[config.mk]
export PLATFORM = sky130hd
export DESIGN_NAME = mem_burst_ctrl
export DESIGN_NICKNAME = d
export VERILOG_FILES = /design/src/rtl/mem_pkg.sv /design/src/rtl/mem_rd_fifo2.sv /design/src/rtl/mem_burst_ctrl.sv
export SDC_FILE = /design/constraint.sdc
export NUM_CORES = 1
export LEC_CHECK = 0
export BUFFER_PORTS_ARGS = -buffer_cell sky130_fd_sc_hd__buf_2
export CORE_MARGIN = 2
export CORE_UTILIZATION = 50
export DETAILED_ROUTE_END_ITERATION = 16
export GPL_ROUTABILITY_DRIVEN = 0
export PLACE_DENSITY_LB_ADDON = 0.05
export REMOVE_ABC_BUFFERS = 1
export SYNTH_ARGS = -nofsm -noshare
export SYNTH_HDL_FRONTEND = slang
export SYNTH_SLANG_ARGS = --single-unit
[constraint.sdc]
create_clock -name clk -period 2.6 [get_ports clk]
set_input_delay 0.52 -clock clk [delete_from_list [all_inputs] [get_ports clk]]
set_output_delay 0.52 -clock clk [all_outputs]
set_load 0.005 [all_outputs]
[src/rtl/mem_pkg.sv]
// Shared definitions for the burst memory controller: widths, bank field
// position and the controller state encoding.
package mem_pkg;

    localparam int ADDR_W  = 12;
    localparam int DATA_W  = 8;
    localparam int LEN_W   = 4;

    // Bank select occupies the top two address bits; the rest is the byte offset.
    localparam int BANK_HI = 11;
    localparam int BANK_LO = 10;

    typedef enum logic [1:0] {
        ST_IDLE  = 2'd0,
        ST_WRITE = 2'd1,
        ST_READ  = 2'd2,
        ST_DRAIN = 2'd3
    } state_t;

endpackage

[src/rtl/mem_rd_fifo2.sv]
// Two-entry read-return buffer. Push and pop may happen in the same cycle at
// any fill level; the head entry is always presented on head_data.
module mem_rd_fifo2 #(
    parameter int WIDTH = 9
) (
    input  logic             clk,
    input  logic             rst_n,
    input  logic             push,
    input  logic [WIDTH-1:0] push_data,
    input  logic             pop,
    output logic [WIDTH-1:0] head_data,
    output logic [1:0]       count
);

    logic       wr_ptr_reg;
    logic       rd_ptr_reg;
    logic [1:0] count_reg;

    genvar gi;
    generate
        for (gi = 0; gi < 2; gi++) begin : g_entry
            logic [WIDTH-1:0] data_reg;

            // Capture pushed data into this slot when the write pointer selects it.
            always_ff @(posedge clk or negedge rst_n) begin
                if (!rst_n) begin
                    data_reg <= '0;
                end else if (push && (wr_ptr_reg == 1'(gi))) begin
                    data_reg <= push_data;
                end
            end
        end
    endgenerate

    // Advance pointers and occupancy on push/pop.
    always_ff @(posedge clk or negedge rst_n) begin
        if (!rst_n) begin
            wr_ptr_reg <= 1'b0;
            rd_ptr_reg <= 1'b0;
            count_reg  <= 2'd0;
        end else begin
            if (push) begin
                wr_ptr_reg <= ~wr_ptr_reg;
            end
            if (pop) begin
                rd_ptr_reg <= ~rd_ptr_reg;
            end
            case ({push, pop})
                2'b10:   count_reg <= count_reg + 2'd1;
                2'b01:   count_reg <= count_reg - 2'd1;
                default: count_reg <= count_reg;
            endcase
        end
    end

    assign head_data = rd_ptr_reg ? g_entry[1].data_reg : g_entry[0].data_reg;
    assign count     = count_reg;

    // The issue credit upstream makes a push into a full buffer impossible.
    overflow_chk: assert property (@(posedge clk) disable iff (!rst_n)
        !(push && !pop && (count_reg == 2'd2)))
        else $error("mem_rd_fifo2: push into full buffer");

endmodule

[src/rtl/mem_burst_ctrl.sv]
// Burst command controller in front of a banked synchronous memory port.
// Write bursts stream wr_data straight to the memory; read bursts issue
// reads under a two-beat credit and return data through a 2-entry buffer.
module mem_burst_ctrl #(
    parameter int ADDR_W = mem_pkg::ADDR_W,
    parameter int DATA_W = mem_pkg::DATA_W,
    parameter int LEN_W  = mem_pkg::LEN_W
) (
    input  logic              clk,
    input  logic              rst_n,
    input  logic              req_valid,
    output logic              req_ready,
    input  logic              req_write,
    input  logic [ADDR_W-1:0] req_addr,
    input  logic [LEN_W-1:0]  req_len,
    input  logic              wr_valid,
    output logic              wr_ready,
    input  logic [DATA_W-1:0] wr_data,
    output logic              rd_valid,
    input  logic              rd_ready,
    output logic [DATA_W-1:0] rd_data,
    output logic              rd_last,
    output logic              busy,
    output logic              mem_we,
    output logic              mem_re,
    output logic [ADDR_W-1:0] mem_addr,
    output logic [DATA_W-1:0] mem_wdata,
    input  logic [DATA_W-1:0] mem_rdata
);

    import mem_pkg::*;

    localparam int CNT_W = LEN_W + 1;

    state_t             state_reg,      state_next;
    logic [ADDR_W-1:0]  cur_addr_reg,   cur_addr_next;
    logic [CNT_W-1:0]   beats_left_reg, beats_left_next;
    logic               inflight_reg,   inflight_next;
    logic               last_issue_reg, last_issue_next;

    logic [1:0]         buf_count;
    logic [DATA_W:0]    buf_head;
    logic               buf_pop;
    logic [2:0]         credit_used;
    logic               issue_ok;

    // Occupancy before any same-cycle pop, so a full buffer is never pushed.
    assign credit_used = {1'b0, buf_count} + {2'b00, inflight_reg};
    assign issue_ok    = (beats_left_reg != '0) && (credit_used < 3'd2);

    assign rd_valid = (buf_count != 2'd0);
    assign buf_pop  = rd_valid && rd_ready;
    assign rd_data  = buf_head[DATA_W-1:0];
    assign rd_last  = buf_head[DATA_W];
    assign busy     = (state_reg != ST_IDLE) || rd_valid;

    // Read data returns one cycle after issue; tag it with its last-beat flag.
    mem_rd_fifo2 #(
        .WIDTH(DATA_W + 1)
    ) u_rd_fifo (
        .clk       (clk),
        .rst_n     (rst_n),
        .push      (inflight_reg),
        .push_data ({last_issue_reg, mem_rdata}),
        .pop       (buf_pop),
        .head_data (buf_head),
        .count     (buf_count)
    );

    // Controller state and burst counters.
    always_ff @(posedge clk or negedge rst_n) begin
        if (!rst_n) begin
            state_reg      <= ST_IDLE;
            cur_addr_reg   <= '0;
            beats_left_reg <= '0;
            inflight_reg   <= 1'b0;
            last_issue_reg <= 1'b0;
        end else begin
            state_reg      <= state_next;
            cur_addr_reg   <= cur_addr_next;
            beats_left_reg <= beats_left_next;
            inflight_reg   <= inflight_next;
            last_issue_reg <= last_issue_next;
        end
    end

    // Next-state logic and memory/handshake outputs.
    always_comb begin
        state_next      = state_reg;
        cur_addr_next   = cur_addr_reg;
        beats_left_next = beats_left_reg;
        inflight_next   = 1'b0;
        last_issue_next = 1'b0;
        req_ready       = 1'b0;
        wr_ready        = 1'b0;
        mem_we          = 1'b0;
        mem_re          = 1'b0;
        mem_addr        = '0;
        mem_wdata       = '0;

        case (state_reg)
            ST_IDLE: begin
                req_ready = !rd_valid;
                if (req_valid && !rd_valid) begin
                    cur_addr_next   = req_addr;
                    beats_left_next = {1'b0, req_len} + CNT_W'(1);
                    state_next      = req_write ? ST_WRITE : ST_READ;
                end
            end

            ST_WRITE: begin
                wr_ready  = 1'b1;
                mem_we    = wr_valid;
                mem_addr  = cur_addr_reg;
                mem_wdata = wr_data;
                if (wr_valid) begin
                    cur_addr_next   = cur_addr_reg + ADDR_W'(1);
                    beats_left_next = beats_left_reg - CNT_W'(1);
                    if (beats_left_reg == CNT_W'(1)) begin
                        state_next = ST_IDLE;
                    end
                end
            end

            ST_READ: begin
                mem_addr = cur_addr_reg;
                if (issue_ok) begin
                    mem_re          = 1'b1;
                    inflight_next   = 1'b1;
                    last_issue_next = (beats_left_reg == CNT_W'(1));
                    cur_addr_next   = cur_addr_reg + ADDR_W'(1);
                    beats_left_next = beats_left_reg - CNT_W'(1);
                    if (beats_left_reg == CNT_W'(1)) begin
                        state_next = ST_DRAIN;
                    end
                end
            end

            ST_DRAIN: begin
                if (!inflight_reg) begin
                    state_next = ST_IDLE;
                end
            end

            default: begin
                state_next = ST_IDLE;
            end
        endcase
    end

endmodule

==> results of run 1 <==
==> metrics by stage <==
step,setup slack (ns),total power [mW],area (um^2)
2_1_floorplan,0.1616,2.941,2572
3_3_place_gp,0.4172,3.715,3058
3_5_place_dp,0.3572,3.756,3058
4_1_cts,0.2133,4.392,3194
5_1_grt,0.1042,4.768,3194
6_report,0.2442,4.358,3194
==> worst max-delay path by stage <==
stage,start,to,cells after the start
final,state_reg[0]$_DFFE_PN0P_,mem_addr[8],6
after global routing,state_reg[0]$_DFFE_PN0P_,mem_addr[7],6
after CTS,state_reg[0]$_DFFE_PN0P_,mem_addr[7],6
after detailed placement,state_reg[1]$_DFFE_PN0P_,beats_left_reg[3]$_DFFE_PN0P_,6
after global placement,state_reg[1]$_DFFE_PN0P_,cur_addr_reg[3]$_DFFE_PN0P_,7
after floorplan,state_reg[0]$_DFFE_PN0P_,cur_addr_reg[2]$_DFFE_PN0P_,6
==> power groups by stage <==
stage	clock network, mW	logic, mW	registers [mW]
after global routing	0.666	2.70	1.40
after floorplan	0	1.69	1.25
final	0.620	2.40	1.34
after CTS	0.632	2.42	1.34
after global placement	0	2.38	1.34
after detailed placement	0	2.40	1.35
==> logic make-up after synthesis <==
| family | Yosys count |
|---|---|
| AO/OA/AOI/OAI | 54 |
| XOR/XNOR | 7 |
| adder cells (fa/ha/maj) | 10 |
| buffers and inverters | 28 |
| flip-flops | 43 |
| multiplexers | 32 |
| AND/OR/NAND/NOR | 85 |
==> layer usage <==
metal | routed length, um | GRT usage | vias up
li1 | - | - | 1086
met4 | 58 | 0.05455 | 0
met3 | 228 | 0.03882 | 6
met5 | 0 | 0 | -
met1 | 2594 | 0.2719 | 1070
met2 | 2989 | 0.3781 | 49
==> worst max-delay path, delay by kind of cell, from the launching register on <==
kind	cells	cell delay, ns
adders and majority gates	1	0.29
buffers and inverters	4	0.70
DFF	1	0.42
and+or+nand+nor	1	0.12
==> cell type report <==
class	instances	share of cell area
Tap cell	70	0.02742
Inverter	16	0.01880
Multi-Input combinational cell	188	0.4497
Timing Repair Buffer	77	0.1246
Clock inverter	3	0.02115
Clock buffer	5	0.02154
Sequential cell	43	0.3369
==> placed cells by master, fill, tap and decap left out, drive strengths merged, types with 2 or more instances in the layout <==
master,instances
mux2,30
o211ai,2
nand4,6
a31oi,9
o22ai,3
o2bb2ai,3
nor3,9
bufinv,2
nand3b,2
xnor2,3
mux2i,2
clkbuf,5
o22a,3
nor4,3
dfrtp,43
and3,3
a21oi,3
xor2,4
nor4b,2
a2111o,2
o21ai,14
inv,16
and2,20
nand2,15
ha,10
nor2,13
buf,77
nand3,5
o32ai,6
==> out/results.env, run 1 <==
CTS.CLK_SLEW.WORST_PATHS_NS=0.08
POST_SYNTH_INSTANCE_AREA_UM2=2640
YS_WARN_COUNT=0
FINAL.SETUP_SKEW_NS=0.007968
SYN2LAYOUT_AREA_GROWTH_PCT=21.00
SEQUENTIALPOWERSHARE=0.307
DIE_H_UM=76.67
CLOCK_POWER_SHARE=0.142
FINAL.HOLD.WORST_SLACK_NS=0.1628
PATH_COMMON_CELL='sky130_fd_sc_hd__inv_1'
GRT_ANTENNA_BEFORE_REPAIR=0
POWER.SHARE.SWITCHING=0.4158
POST_SYNTH_AND_OR_NAND_NOR_AREA_FRACTION=0.1863
CLOCK_TREE_FROM_TRITONCTS='yes'
FP.DIEW_UM=76.67
CRITICAL_PATH.REG2REG.STARTPOINT='state_reg[1]$_DFFE_PN0P_'
AREA.SEQUENTIAL_UM2=1076
CTS_ROOT_BUF='sky130_fd_sc_hd__clkbuf_8'
COUNT_OF_BOUNDARY_I_O_PINS=73
ANT_NETS=0
TIMING.SETUP.TNS_NS=0
FIN_CELLS=402
CTS_MAX_PATH_BUFFERS=2
SYNTHMOSTINSTANTIATEDCELL='sky130_fd_sc_hd__dfrtp_1'
FINAL.PERIOD_UTILIZATION=0.9061
CRIT_ARRIVAL_NS=1.84
RUN_STATUS='finished clean'
DRC_VIOLS=0
FINISH.UTILIZATION=0.6254
PLACEABLECOREAREA_UM2=5107
CTS.REPAIR.RESIZED=0
SYNTH.YOSYS.SEQ_AREA_SHARE=0.4076
GRT_OVERFLOW=0
CLOCK_INSERTION_DELAY_WORST_SKEW_NS=0.30
POST_CTS.REPAIR.SETUP_BUFFERS=0
LEADING_CELL_TYPES_BY_TOTAL_AREA_AFTER_SYNTHESIS='sky130_fd_sc_hd__dfrtp_1, sky130_fd_sc_hd__mux2_2, sky130_fd_sc_hd__and2_1'
CRITICAL_PATH.ENDPOINT_TYPE='output pin'
HOLD_BUFFERS=0
SHARE_OF_LAYOUT_CELLS_ABOVE_DRIVE_STRENGTH_1=0.3825
ASYNC_RESET_FF_FRAC=1.000
FILLERINSTANCES=462
GRT_FIRST_PASS_WIRELENGTH_UM=10410
CRITPATHKIND='reg2out'
CRITPATHREQUIREDTIME_NS=2.08
DETAIL_ROUTE.ITER0.VIOLATIONS=122
CRITICAL_PATH.MAX_FANOUT=39
TRACK_USAGE=0.2146
PLACEMENT.IO_BUFFERS=72
POWER_FRAC_COMB=0.550
TIMING.REG2REG.WORST_PATH_DEPTH=6
DRV_SLEW=0
POWER.NET_SWITCHING_mW=1.812
POST-ROUTE-MIN-PERIOD_NS=2.356
SYNTH.MUX.AREA_FRACTION=0.1355
CTSHTREEMAXLEVEL=2
UNREPAIRED_SETUP_ENDPOINTS_AFTER_GLOBAL_ROUTING='no'
LARGEST_INCREMENTAL_DELAY_ON_THE_CRITICAL_PATH_NS=0.42
POST_SYNTH_XOR_AREA_FRACTION=0.02322
VIAS_PER_CELL=5.500
SYNTH_TOP_CELL_BY_AREA='sky130_fd_sc_hd__dfrtp_1'
MULTIINPUTGATEAREA_UM2=1436
SYNTHESIS.AREA_PER_INSTANCE_UM2=10.19
REGTOREGENDPOINT='beats_left_reg[2]$_DFFE_PN0P_'
YOSYS.AREA_SHARE.ADDER=0.04739
LARGEST_REGISTER_FF_COUNT=18
YOSYS.AREA.TOP_TYPE_SHARE=0.4076
WORST_PIN_SLEW_NS=0.8872
CRITICAL_PATH.STARTPOINT_TYPE='register'
CTS-BUFFERS-INSERTED=5
HOLDCRITPATHCLASS='in2async'
HPWL_UM=4221
SYNTH_EDF_COUNT=0
SYNTH_TOP_FAMILY_BY_AREA='simple AND/OR/NAND/NOR gates'
DRT_PASS1_ITERATIONS=4
CELL_WITH_THE_BIGGEST_INDIVIDUAL_DELAY_ON_THE_CRITICAL_PATH='sky130_fd_sc_hd__dfrtp_1'
FIRST_GLOBAL_VIAS=2241
POSTSYNTHCELLCOUNT=259
CRIT_CHAIN='inv_1, ha_1, buf_4, inv_1, nor2_1, buf_2'
SYNTH_SEQ_CELLS=43
DR_TOTAL_VIAS=2211
POWER_REPORT.INTERNAL_TOTAL_mW=2.546
FLOORPLAN.INITIALDENSITY=0.5169
POWERDENSITY_nW_PER_UM2=1364
ANTENNA-DIODE-COUNT=0
CAP_VIOLATIONS=0
DOMINANTREGCELLSYNTH='sky130_fd_sc_hd__dfrtp_1'
PLACED_INSTANCE_COUNT=394
POST_SYNTHESIS_COMPOUND_GATE_AREA_FRACTION=0.1517
SLEW_HEADROOM=0.4059
CTS_SINKS=43
GRT_MAX_DEGREE=40
POST_SYNTH_MOST_FREQUENT_CELLS='sky130_fd_sc_hd__dfrtp_1, sky130_fd_sc_hd__mux2_2, sky130_fd_sc_hd__and2_1'
SETUP-VIOLATIONS-FINAL=0
AVGROUTEDWIREPERCELL_UM=14.60
REG2REG_SETUP_SLACK_NS=0.28
PEAKVDDDROP_V=0.0008219
FINAL_NET_COUNT=379
POST_SYNTH_NUM_CELL_TYPES=52
FMAXACHIEVABLE_MHz=424.5
CORE.ROWCOUNT=26
FINAL-HOLD-VIOLATION-COUNT=0
CELLLEAKAGEPOWER_nW=1.511
ROUTED_WL_UM=5871
FP.DIEAREA_UM2=5878
Note: power is estimated with default switching activity, not from simulation.
==> inputs of run 2 (changes only) <==
--- a/config.mk
+++ b/config.mk
@@ -7,11 +7,10 @@
 export LEC_CHECK = 0
 export BUFFER_PORTS_ARGS = -buffer_cell sky130_fd_sc_hd__buf_2
 export CORE_MARGIN = 2
-export CORE_UTILIZATION = 50
+export CORE_UTILIZATION = 53
 export DETAILED_ROUTE_END_ITERATION = 16
 export GPL_ROUTABILITY_DRIVEN = 0
 export PLACE_DENSITY_LB_ADDON = 0.05
-export REMOVE_ABC_BUFFERS = 1
 export SYNTH_ARGS = -nofsm -noshare
 export SYNTH_HDL_FRONTEND = slang
 export SYNTH_SLANG_ARGS = --single-unit
==> run 2 against run 1 <==
Via count is 1.9% lower. Power fell by 0.27%. Register-to-register slack better by 0.05 ns. Non-clock buffer count is 1 lower. Worst setup slack improved by 0.078 ns. Cell area about the same. First-iteration DRC count fell by 31%. Critical path type unchanged. Largest cell class unchanged.
==> out/results.env, run 2 (synthesis gave the netlist of run 1 again) <==
RUN_STATUS='finished clean'
CELLLEAKAGEPOWER_nW=1.512
PATH_COMMON_CELL='sky130_fd_sc_hd__inv_1'
ANT_NETS=0
AVGROUTEDWIREPERCELL_UM=13.53
GATE_FAMILY_RESPONSIBLE_FOR_THE_MOST_DELAY_ALONG_THE_WORST_PATH='buffers and inverters'
CTS-BUFFERS-INSERTED=5
GRT_ANTENNA_BEFORE_REPAIR=0
VIAS_PER_CELL=5.452
LARGEST_INCREMENTAL_DELAY_ON_THE_CRITICAL_PATH_NS=0.39
FIN_CELLS=398
DIE_H_UM=74.58
CRIT_ARRIVAL_NS=1.76
DR_TOTAL_VIAS=2170
CRITPATHREQUIREDTIME_NS=2.08
CRITICAL_PATH.MAX_FANOUT=39
CP.BUFFERS_INVERTERS=4
CTS.CLK_SLEW.WORST_PATHS_NS=0.08
MOST-COMMON-LAYOUT-CELLS='sky130_fd_sc_hd__buf_2, sky130_fd_sc_hd__dfrtp_1, sky130_fd_sc_hd__mux2_2, sky130_fd_sc_hd__and2_1, sky130_fd_sc_hd__inv_1'
FINISH.UTILIZATION=0.6713
CRIT_CHAIN='inv_1, ha_1, buf_12, inv_1, nor2_1, buf_2'
ROUTED_WL_UM=5383
MULTIINPUTGATEAREA_UM2=1436
TRACK_USAGE=0.2069
SLEW_HEADROOM=0.4071
CELL_WITH_THE_BIGGEST_INDIVIDUAL_DELAY_ON_THE_CRITICAL_PATH='sky130_fd_sc_hd__dfrtp_1'
FILLERINSTANCES=422
GRT_MAX_DEGREE=40
CORE.ROWCOUNT=25
TIMING.REG2REG.WORST_PATH_DEPTH=6
PLACED_INSTANCE_COUNT=390
HOLD_BUFFERS=0
CLOCK_INSERTION_DELAY_WORST_SKEW_NS=0.29
CLOCK_TREE_FROM_TRITONCTS='yes'
DETAIL_ROUTE.ITER0.VIOLATIONS=84
FLOORPLAN.INITIALDENSITY=0.5553
FINAL_COMMON_CELL='sky130_fd_sc_hd__buf_2'
POST-ROUTE-MIN-PERIOD_NS=2.278
CAP_VIOLATIONS=0
ANTENNA-DIODE-COUNT=0
UNREPAIRED_SETUP_ENDPOINTS_AFTER_GLOBAL_ROUTING='no'
FINAL-HOLD-VIOLATION-COUNT=0
DRC_VIOLS=0
PLACEMENT.IO_BUFFERS=72
CTS_SINKS=43
AREA.SEQUENTIAL_UM2=1076
GRT_OVERFLOW=0
FP.DIEW_UM=74.58
HOLDCRITPATHCLASS='in2async'
CTS_MAX_PATH_BUFFERS=2
CRITICAL_PATH.STARTPOINT_TYPE='register'
FP.DIEAREA_UM2=5561
WORST_PIN_SLEW_NS=0.8855
SHARE_OF_LAYOUT_CELLS_ABOVE_DRIVE_STRENGTH_1=0.3776
FINAL_NET_COUNT=378
WORST_SLACK_NS=0.3222
SYN2LAYOUT_AREA_GROWTH_PCT=20.90
POWERDENSITY_nW_PER_UM2=1362
PEAKVDDDROP_V=0.0006285
CRITPATHKIND='reg2out'
FINAL.SETUP_SKEW_NS=0.009528
COUNT_OF_BOUNDARY_I_O_PINS=73
FIRST_GLOBAL_VIAS=1927
REG2REG_SETUP_SLACK_NS=0.33
SETUP-VIOLATIONS-FINAL=0
CTS.REPAIR.RESIZED=0
FINAL.PERIOD_UTILIZATION=0.8761
FINAL.HOLD.WORST_SLACK_NS=0.1284
CTS_ROOT_BUF='sky130_fd_sc_hd__clkbuf_8'
SYN_NETS=307
LARGEST_REGISTER_FF_COUNT=18
TIMING.SETUP.TNS_NS=0
POST_CTS.REPAIR.SETUP_BUFFERS=0
CTSHTREEMAXLEVEL=2
DRT_PASS1_ITERATIONS=4
REGTOREGENDPOINT='beats_left_reg[3]$_DFFE_PN0P_'
GRT_FIRST_PASS_WIRELENGTH_UM=8887
CRITICAL_PATH.REG2REG.STARTPOINT='state_reg[1]$_DFFE_PN0P_'
CRITICAL_PATH.ENDPOINT_TYPE='output pin'
PLACEABLECOREAREA_UM2=4755
DRV_SLEW=0
HPWL_UM=3937
DPL_WORST_SLACK_NS=0.3118
FMAXACHIEVABLE_MHz=439.0
-- run 2: how the worst max path moves through the flow --
stage	startpoint	end	slack (ns)	depth (start not counted)
floorplan	state_reg[0]$_DFFE_PN0P_	mem_addr[10]	0.51	6
global placement	state_reg[1]$_DFFE_PN0P_	cur_addr_reg[3]$_DFFE_PN0P_	0.42	7
detailed placement	state_reg[1]$_DFFE_PN0P_	beats_left_reg[3]$_DFFE_PN0P_	0.31	6
CTS	state_reg[1]$_DFFE_PN0P_	beats_left_reg[3]$_DFFE_PN0P_	0.30	6
global route	state_reg[1]$_DFFE_PN0P_	beats_left_reg[3]$_DFFE_PN0P_	0.11	6
finish	state_reg[0]$_DFFE_PN0P_	mem_addr[8]	0.32	6
-- run 2: cell type report --
type                       instances  share of cell area
sequential                        43              0.3371
multi-input combinational        188              0.4500
tap                               67             0.02626
clock inverter                     2             0.01882
timing repair buffer              76              0.1262
inverter                          16             0.01882
clock buffer                       6             0.02274
-- run 2: layer usage --
layer / share of wire / wire, um / vias to the layer above / GRT usage
li1: - / - / 1084 / -
met3: 0.040 / 217 / 2 / 0.04743
met4: 0.0054 / 29 / 0 / 0.04167
met1: 0.46 / 2467 / 1037 / 0.2814
met5: 0 / 0 / - / 0
met2: 0.50 / 2668 / 47 / 0.3412
-- run 2: report_power, final --
group | switching (mW) | internal [mW] | leakage, nW | total, mW
combinational | 1.22 | 1.20 | 0.932 | 2.42
sequential | 0.323 | 1.00 | 0.515 | 1.32
clock | 0.221 | 0.384 | 0.0654 | 0.605
-- run 2: stage by stage --
| stage | power (mW) | instance area, um^2 |
|---|---|---|
| 2_1_floorplan | 3.080 | 2640 |
| 3_3_place_gp | 3.737 | 3059 |
| 3_5_place_dp | 3.775 | 3059 |
| 4_1_cts | 4.393 | 3192 |
| 5_1_grt | 4.755 | 3192 |
| 6_report | 4.346 | 3192 |
==> inputs of run 3 (changes only) <==
--- a/config.mk
+++ b/config.mk
@@ -11,6 +11,7 @@
 export DETAILED_ROUTE_END_ITERATION = 16
 export GPL_ROUTABILITY_DRIVEN = 0
 export PLACE_DENSITY_LB_ADDON = 0.05
+export RECOVER_POWER = 100
 export SYNTH_ARGS = -nofsm -noshare
 export SYNTH_HDL_FRONTEND = slang
 export SYNTH_SLANG_ARGS = --single-unit
==> run 3 against run 2 <==
Cell area shrank 1.4%. Critical path depth is the same. Die area is the same. Clock power is essentially flat. Wire length grew 0.71%. Critical path type is now reg2reg. Sequential cell count is the same. First-iteration DRC count grew 17%. Combinational power shrank 3%.
==> out/results.env, run 3 (synthesis gave the netlist of run 1 again) <==
RUN_STATUS='finished clean'
LARGEST_REGISTER_FF_COUNT=18
POWER.SHARE.SWITCHING=0.4100
ROUTED_WL_UM=5421
CRITICAL_PATH.MAX_FANOUT=12
AVGROUTEDWIREPERCELL_UM=13.62
CRITPATHKIND='reg2reg'
CORE.ROWCOUNT=25
CTS_SINKS=43
CTS_ROOT_BUF='sky130_fd_sc_hd__clkbuf_8'
WORST-PATH-STAGES=6
SETUP.WORST_PATH.END='beats_left_reg[3]$_DFFE_PN0P_'
PLACEMENT.IO_BUFFERS=72
CRIT_ARRIVAL_NS=2.47
DRC_VIOLS=0
CRITPATHREQUIREDTIME_NS=2.76
LARGEST_INCREMENTAL_DELAY_ON_THE_CRITICAL_PATH_NS=0.50
POWER_REPORT.INTERNAL_TOTAL_mW=2.524
FP.DIEAREA_UM2=5561
POST_CTS.REPAIR.SETUP_BUFFERS=0
CTSHTREEMAXLEVEL=2
REGTOREGENDPOINT='beats_left_reg[3]$_DFFE_PN0P_'
MULTIINPUTGATEAREA_UM2=1419
SEQUENTIALPOWERSHARE=0.309
GRT_MAX_DEGREE=40
CLOCK_INSERTION_DELAY_WORST_SKEW_NS=0.29
ANTENNA-DIODE-COUNT=0
GRT_ANTENNA_BEFORE_REPAIR=0
WORST_PIN_SLEW_NS=0.8841
DPL_WORST_SLACK_NS=0.3118
CRIT_CHAIN='inv_1, ha_1, or2b_2, o211a_1, nand2_1, a2111o_1'
PLACEABLECOREAREA_UM2=4755
FINAL.SETUP_SKEW_NS=0.008641
ANT_NETS=0
FP.DIEW_UM=74.58
FINAL-HOLD-VIOLATION-COUNT=0
POWERDENSITY_nW_PER_UM2=1360
UNREPAIRED_SETUP_ENDPOINTS_AFTER_GLOBAL_ROUTING='no'
PEAKVDDDROP_V=0.0006210
CRITICAL_PATH.STARTPOINT_TYPE='register'
MOST-COMMON-LAYOUT-CELLS='sky130_fd_sc_hd__buf_2, sky130_fd_sc_hd__dfrtp_1, sky130_fd_sc_hd__mux2_2, sky130_fd_sc_hd__clkbuf_1, sky130_fd_sc_hd__and2_1'
SYN_NETS=307
DETAIL_ROUTE.ITER0.VIOLATIONS=98
GRT_FIRST_PASS_WIRELENGTH_UM=8887
TIMING.REG2REG.WORST_PATH_DEPTH=6
HOLD_BUFFERS=0
CRITICAL_PATH.REG2REG.STARTPOINT='state_reg[1]$_DFFE_PN0P_'
SETUP-VIOLATIONS-FINAL=0
SLEW_HEADROOM=0.4080
TRACK_USAGE=0.2069
DRV_SLEW=0
DIE_H_UM=74.58
CELLLEAKAGEPOWER_nW=1.438
FILLERINSTANCES=431
GRT_OVERFLOW=0
DR_TOTAL_VIAS=2174
CAP_VIOLATIONS=0
CTS_MAX_PATH_BUFFERS=2
FLOORPLAN.INITIALDENSITY=0.5553
CTS-BUFFERS-INSERTED=5
FINAL_NET_COUNT=378
CRITICAL_PATH_SOURCE='state_reg[1]$_DFFE_PN0P_'
CRITICAL_PATH.ENDPOINT_TYPE='register'
CLOCK_POWER_SHARE=0.141
FMAXACHIEVABLE_MHz=433.0
AREA.SEQUENTIAL_UM2=1076
CTS.CLK_SLEW.WORST_PATHS_NS=0.08
CLOCK_TREE_FROM_TRITONCTS='yes'
POST-ROUTE-MIN-PERIOD_NS=2.310
CP.BUFFERS_INVERTERS=1
FIRST_GLOBAL_VIAS=1927
FINAL_COMMON_CELL='sky130_fd_sc_hd__buf_2'
SYN2LAYOUT_AREA_GROWTH_PCT=19.19
POWER.NET_SWITCHING_mW=1.754
CELL_WITH_THE_BIGGEST_INDIVIDUAL_DELAY_ON_THE_CRITICAL_PATH='sky130_fd_sc_hd__a2111o_1'
DRT_PASS1_ITERATIONS=4
HPWL_UM=3937
FINISH.UTILIZATION=0.6618
POWER_FRAC_COMB=0.549
COUNT_OF_BOUNDARY_I_O_PINS=73
WORST_SLACK_NS=0.2903
FIN_TOTAL_PWR_mW=4.278
SHARE_OF_LAYOUT_CELLS_ABOVE_DRIVE_STRENGTH_1=0.3142
HOLDCRITPATHCLASS='in2async'
GATE_FAMILY_RESPONSIBLE_FOR_THE_MOST_DELAY_ALONG_THE_WORST_PATH='compound AO/OA/AOI/OAI gates'
TIMING.SETUP.TNS_NS=0
CTS.REPAIR.RESIZED=0
FINAL.PERIOD_UTILIZATION=0.8884
REG2REG_SETUP_SLACK_NS=0.29
VIAS_PER_CELL=5.462
[run 3: cell types whose count changed in the layout (fill, tap and decap cells not counted), moves of 2 or more]
cell                       change
sky130_fd_sc_hd__and2_0        +3
sky130_fd_sc_hd__and2_1        -3
sky130_fd_sc_hd__buf_2        -20
sky130_fd_sc_hd__buf_4         -2
sky130_fd_sc_hd__clkbuf_1     +18
sky130_fd_sc_hd__clkbuf_2      +4
[run 3: per-stage QoR]
stage	instance area [um^2]	instances	hold slack, ns
final	3147	398	0.3039
after CTS	3192	398	0.1317
after global routing	3147	398	0.3628
after detailed placement	3059	390	0.4428
after global placement	3059	390	0.4382
after floorplan	2640	259	0.2244
[run 3: worst min path at each step]
stage,from,end,slack (ns),depth (start not counted)
global placement,rst_n,u_rd_fifo.g_entry[1].data_reg[3]$_DFFE_PN0P_,0.44,1
finish,rst_n,u_rd_fifo.g_entry[1].data_reg[7]$_DFFE_PN0P_,0.30,1
global route,rst_n,u_rd_fifo.g_entry[0].data_reg[5]$_DFFE_PN0P_,0.36,1
detailed placement,rst_n,u_rd_fifo.g_entry[1].data_reg[3]$_DFFE_PN0P_,0.44,1
CTS,rst_n,u_rd_fifo.g_entry[1].data_reg[3]$_DFFE_PN0P_,0.13,1
floorplan,rst_n,beats_left_reg[0]$_DFFE_PN0P_,0.22,0
[run 3: area by class of cell]
cell class | count | area share
flip-flops and latches | 43 | 0.3419
clock inverters | 2 | 0.01909
repair buffers | 76 | 0.1193
multi-input cells | 188 | 0.4509
well taps | 67 | 0.02664
inverters | 16 | 0.01909
clock buffers | 6 | 0.02306
[run 3: power by group through the flow]
stage / clock (mW) / combinational [mW] / sequential (mW)
floorplan: 0 / 1.86 / 1.22
global placement: 0 / 2.40 / 1.33
detailed placement: 0 / 2.44 / 1.34
CTS: 0.618 / 2.45 / 1.33
global route: 0.649 / 2.66 / 1.38
finish: 0.604 / 2.35 / 1.32
[run 3: metal layers]
metal | global-route usage | wire length, um | up-vias
met3 | 0.04743 | 221 | 2
met1 | 0.2814 | 2533 | 1035
met5 | 0 | 0 | -
met4 | 0.04167 | 30 | 0
met2 | 0.3412 | 2635 | 50
li1 | - | - | 1087
